===== src/rtl/ysyx_210544_lsu_cache_adapter.sv =====
// Load/store adapter between the MEM stage and the cache core.
// Latches one request, drives the hold-until-ack request to the core, then
// returns the width-extended load result with a one-cycle done pulse.
module ysyx_210544_lsu_cache_adapter (
  input  logic        clk,
  input  logic        rst,
  input  logic        i_lsu_valid,
  input  logic        i_lsu_op,
  input  logic [2:0]  i_lsu_funct3,
  input  logic [63:0] i_lsu_addr,
  input  logic [63:0] i_lsu_wdata,
  output logic        o_lsu_ready,
  output logic        o_lsu_busy,
  output logic        o_lsu_done,
  output logic [63:0] o_lsu_rdata,
  output logic [63:0] o_cache_core_addr,
  output logic [63:0] o_cache_core_wdata,
  output logic [2:0]  o_cache_core_bytes,
  output logic        o_cache_core_op,
  output logic        o_cache_core_req,
  input  logic [63:0] i_cache_core_rdata,
  input  logic        i_cache_core_ack
);

  typedef enum logic [1:0] {
    IDLE    = 2'd0,
    REQ     = 2'd1,
    RELEASE = 2'd2
  } state_t;

  state_t      state;
  logic [2:0]  funct3_p0;
  logic [2:0]  in_bytes;

  // Core byte-count encoding is (access bytes - 1): 0, 1, 3 or 7.
  function automatic logic [2:0] funct3_to_bytes(input logic [1:0] size);
    case (size)
      2'b00:   return 3'd0;
      2'b01:   return 3'd1;
      2'b10:   return 3'd3;
      default: return 3'd7;
    endcase
  endfunction

  // Clear store data above the access width so the core never sees stale bits.
  function automatic logic [63:0] mask_store(input logic [63:0] d, input logic [2:0] nbytes);
    case (nbytes)
      3'd0:    return {56'd0, d[7:0]};
      3'd1:    return {48'd0, d[15:0]};
      3'd3:    return {32'd0, d[31:0]};
      default: return d;
    endcase
  endfunction

  // Sign- or zero-extend right-aligned load data; funct3[2] selects unsigned.
  function automatic logic [63:0] extend_load(input logic [63:0] d, input logic [2:0] f3);
    logic signed [7:0]  b_s;
    logic signed [15:0] h_s;
    logic signed [31:0] w_s;
    b_s = d[7:0];
    h_s = d[15:0];
    w_s = d[31:0];
    case (f3[1:0])
      2'b00:   return f3[2] ? {56'd0, d[7:0]}  : 64'(b_s);
      2'b01:   return f3[2] ? {48'd0, d[15:0]} : 64'(h_s);
      2'b10:   return f3[2] ? {32'd0, d[31:0]} : 64'(w_s);
      default: return d;
    endcase
  endfunction

  assign in_bytes    = funct3_to_bytes(i_lsu_funct3[1:0]);
  assign o_lsu_ready = (state == IDLE) & ~rst;
  assign o_lsu_busy  = (state != IDLE);

  // Request sequencing: accept in IDLE, hold req until ack, then wait for the
  // core to drop ack before accepting again so a stale ack cannot complete
  // the next operation.
  always_ff @(posedge clk) begin
    if (rst) begin
      state              <= IDLE;
      o_cache_core_req   <= 1'b0;
      o_lsu_done         <= 1'b0;
      o_lsu_rdata        <= 64'd0;
      o_cache_core_addr  <= 64'd0;
      o_cache_core_wdata <= 64'd0;
      o_cache_core_bytes <= 3'd0;
      o_cache_core_op    <= 1'b0;
      funct3_p0          <= 3'd0;
    end else begin
      o_lsu_done <= 1'b0;
      case (state)
        IDLE: begin
          if (i_lsu_valid) begin
            o_cache_core_addr  <= i_lsu_addr;
            o_cache_core_wdata <= mask_store(i_lsu_wdata, in_bytes);
            o_cache_core_bytes <= in_bytes;
            o_cache_core_op    <= i_lsu_op;
            funct3_p0          <= i_lsu_funct3;
            o_cache_core_req   <= 1'b1;
            state              <= REQ;
          end
        end
        REQ: begin
          if (i_cache_core_ack) begin
            o_cache_core_req <= 1'b0;
            o_lsu_done       <= 1'b1;
            o_lsu_rdata      <= o_cache_core_op ? 64'd0
                                                : extend_load(i_cache_core_rdata, funct3_p0);
            state            <= RELEASE;
          end
        end
        RELEASE: begin
          if (!i_cache_core_ack) state <= IDLE;
        end
        default: state <= IDLE;
      endcase
    end
  end

endmodule


===== config.mk =====
export PLATFORM = sky130hd
export DESIGN_NAME = ysyx_210544_lsu_cache_adapter
export DESIGN_NICKNAME = d
export VERILOG_FILES = /design/src/rtl/ysyx_210544_lsu_cache_adapter.sv
export SDC_FILE = /design/constraint.sdc
export NUM_CORES = 1
export LEC_CHECK = 0
export ABC_CLOCK_PERIOD_IN_PS = 5000
export CORE_MARGIN = 4
export CORE_UTILIZATION = 30
export DETAILED_ROUTE_END_ITERATION = 8
export PLACE_DENSITY = 0.62
export SYNTH_ARGS = -nofsm -noshare
export SYNTH_HDL_FRONTEND = slang
export SYNTH_SLANG_ARGS = --single-unit

===== constraint.sdc =====
create_clock -name clk -period 5 [get_ports clk]
set_clock_uncertainty 0.2 [all_clocks]
set_input_delay 1 -clock clk [delete_from_list [all_inputs] [get_ports clk]]
set_output_delay 1 -clock clk [all_outputs]
set_load 0.05 [all_outputs]

==> results by group <==
Outcome
  – Status: complete, no violations

Yosys
  – Syn_area_per_cell: ~8 sq um
  – Syn Inst Count: 917
  – Number of synthesized flops with an enable pin: 0
  – Async SR Flop Fraction: 0
  – Sequential fraction of the synthesis area: 0.554
  – Syn_nets: 1121
  – YS warnings: 0
  – Netlist Area Pre-Place: ~7300 sq um
  – Post-synthesis cell type count: 29
  – Yosys reg bits: between 200 and 250
  – Primary FF master, synth: dfxtp_1

Critical path
  – R2r endpoint: o_lsu_rdata[42]
  – WS Path Type: reg -> out
  – CP endpoint: o_lsu_ready
  – WP data arrival: roughly 2.1 ns
  – CP startpoint: state[1]
  – Endpoint class of the critical path: primary output
  – Worst Path Required: 3.80 ns
  – Type of origin of the critical path: flop
  – Worst reg2reg path startpoint: funct3_p0[1]
  – Worst-case reg-to-reg path depth: 3
  – R2r setup slk: roughly 2.2 ns
  – Crit Path Max Fanout: 6

GRT
  – GR Util All Layers: 0.191
  – GRT overflow: 0
  – Pin count of the biggest net entering global routing: 87
  – First-pass GRT wire length: a little over 40000 um
  – Antenna violations before repair: 0
  – Vias in the first global route: 7205

Timing
  – Hold WS: 0.243 ns
  – # setup viols final: 0
  – Final hold violation count: 0
  – Fmax: 0.299 GHz
  – Tightest Pin Transition: 1.08 ns
  – Tmin final: 3.34 ns
  – Setup TNS: 0 ns
  – Slew margin rel.: 0.282
  – Fin crit share: 0.669
  – Final max-slew violation count: 0
  – Worst setup margin: 1.66 ns
  – RSZ-0062 raised after global routing: false

Clocking
  – Hold-fix buffers, CTS: 0
  – Clock root buffer: clkbuf_16
  – Post-CTS setup buffers: 0
  – Worst-path clk slew: 0.06 ns
  – CTS tree: done
  – Clock sinks: approximately 200
  – Cts bufs inserted: 24
  – Clock latency on the worst-skew pair: 0.50 ns
  – CTS Buffer Depth: 3
  – H-tree levels: 1
  – CTS resizes: 0

Placed design
  – Routability cong.: about 0.81
  – Port Buffers: 399
  – Place WS: 1.70 ns
  – Final HPWL DP: 19800 um
  – Cell Area, Placed: around 11000 sq um

Detailed routing
  – First-pass DRT Iterations: 4
  – DR DRC count: 0
  – Final Routed Wirelength: 27800 um
  – Drt wl/cell: 17.3 um
  – Via count: 7498
  – DRT antenna net count: 0
  – Initial DRC Count: 391
  – Via density: 4.66

Power
  – Total Power Consumption: around 4.4 mW
  – Total power per unit cell area: about 360 nW/um^2
  – VDD IR max: around 280 uV
  – P_leak: 4.50 nW

Floorplanning
  – Die X-Extent: 164 um
  – Ports: 400
  – Initial core utilization: 0.309
  – Die area: 27000 sq um
  – Die Span Y: 164 um
  – Placement row count: 56
  – Core area: 23800 sq um

Layout
  – Multi-input logic area: 2940 sq um
  – Post-route cell area: 12300 sq um
  – Nets: 1478
  – Fill count: 2246
  – Layout cell share with drive strength beyond 1: 0.0480
  – Layout area overhead: 67.8%
  – Antenna diode count: 0
  – Register area: 4060 sq um

Run
  – Max-Cap Viols: 0

Min path
  – Hold Crit Class: reg -> reg
==> layout make-up <==
type,instances,share of cell area
repair buffers,407,0.330
multi-input cells,634,0.239
clock buffers,31,0.0535
flip-flops and latches,203,0.330
well taps,319,0.0324
clock inverters,12,0.0132
inverters,4,0.00122
==> routing by layer <==
metal  share of wire  vias up  wire length (um)  global-route usage
met3            0.12       42              3410              0.0846
met1            0.38     3408             10600               0.219
met4           0.025        0               687              0.0469
li1                -     3738                 -                   -
met5               0        -                 0                   0
met2            0.47      310             13100               0.327
==> synthesized netlist by cell type, drive strengths merged (4+ instances only) <==
| cell type | instances | share of area |
|---|---|---|
| a21oi | 158 | 0.11 |
| nor2 | 53 | 0.027 |
| nor3b | 8 | 0.0082 |
| ha | 4 | 0.0068 |
| o21ai | 57 | 0.043 |
| dfxtp | 203 | 0.55 |
| nand3 | 56 | 0.038 |
| nand2 | 270 | 0.14 |
| clkbuf | 51 | 0.026 |
| nor3 | 6 | 0.0041 |
| a22oi | 8 | 0.0082 |
| buf | 25 | 0.020 |
| inv | 4 | 0.0020 |
==> kinds of logic (layout without fill, tap and decap cells) <==
logic type / count (synthesis) / count (layout) / share of synthesized area
buffers and inverters: 80 / 454 / 0.0480
XOR/XNOR: 1 / 1 / 0.00119
flip-flops: 203 / 203 / 0.554
AND/OR/NAND/NOR: 402 / 402 / 0.225
multiplexers: 2 / 2 / 0.00273
AO/OA/AOI/OAI: 225 / 225 / 0.162
adder cells (fa/ha/maj): 4 / 4 / 0.00683
==> cell usage in the layout, fill, tap and decap left out, drive strengths merged, types with 2 or more instances in the layout <==
cell | netlist | layout
nand2 | 270 | 270
nor2b | 2 | 2
clkbuf | 51 | 31
clkinv | 0 | 7
nor2 | 53 | 53
nor3 | 6 | 6
nand3b | 2 | 2
ha | 4 | 4
mux2i | 2 | 2
nand3 | 56 | 56
a22oi | 8 | 8
bufinv | 0 | 4
dfxtp | 203 | 203
nor3b | 8 | 8
o21ai | 57 | 57
clkdlybuf4s50 | 0 | 398
buf | 25 | 9
inv | 4 | 4
a21oi | 158 | 158
or2 | 2 | 2
==> worst min path at each step <==
stage                               start              end  slack [ns]  depth (start not counted)
after floorplan              funct3_p0[2]     funct3_p0[2]        0.27                          2
after global placement    o_lsu_rdata[48]  o_lsu_rdata[48]        0.23                          2
after detailed placement  o_lsu_rdata[41]  o_lsu_rdata[41]        0.24                          2
after CTS                 o_lsu_rdata[51]  o_lsu_rdata[51]        0.25                          2
after global routing      o_lsu_rdata[51]  o_lsu_rdata[51]        0.26                          2
final                     o_lsu_rdata[51]  o_lsu_rdata[51]        0.24                          2
==> registers in the layout, indices dropped and copies added (netlist names) <==
register,cells
funct3_p0,3
o_cache_core_addr,64
o_cache_core_bytes,3
o_cache_core_op,1
o_cache_core_req,1
o_cache_core_wdata,64
o_lsu_done,1
o_lsu_rdata,64
state,2
==> where the power goes <==
group | leakage [nW] | switching [mW] | internal, mW
clock network | 0.405 | 0.685 | 1.13
logic | 2.44 | 0.514 | 0.330
registers | 1.65 | 0.0484 | 1.70
total | 4.50 | 1.25 | 3.16
==> per-stage QoR <==
stage / std cells / utilization
5_1_grt: 1610 / 0.518
3_5_place_dp: 1567 / 0.483
6_report: 1610 / 0.518
4_1_cts: 1610 / 0.518
3_3_place_gp: 1567 / 0.483
2_1_floorplan: 917 / -
==> worst max-delay path, stage by stage, from the launching register on <==
cell	delay, ns
dfxtp_1	0.35
nor2_1	0.28
inv_1	0.09
nor2_1	0.10
clkdlybuf4s50_1	0.81
Note: power is estimated with default switching activity, not from simulation.
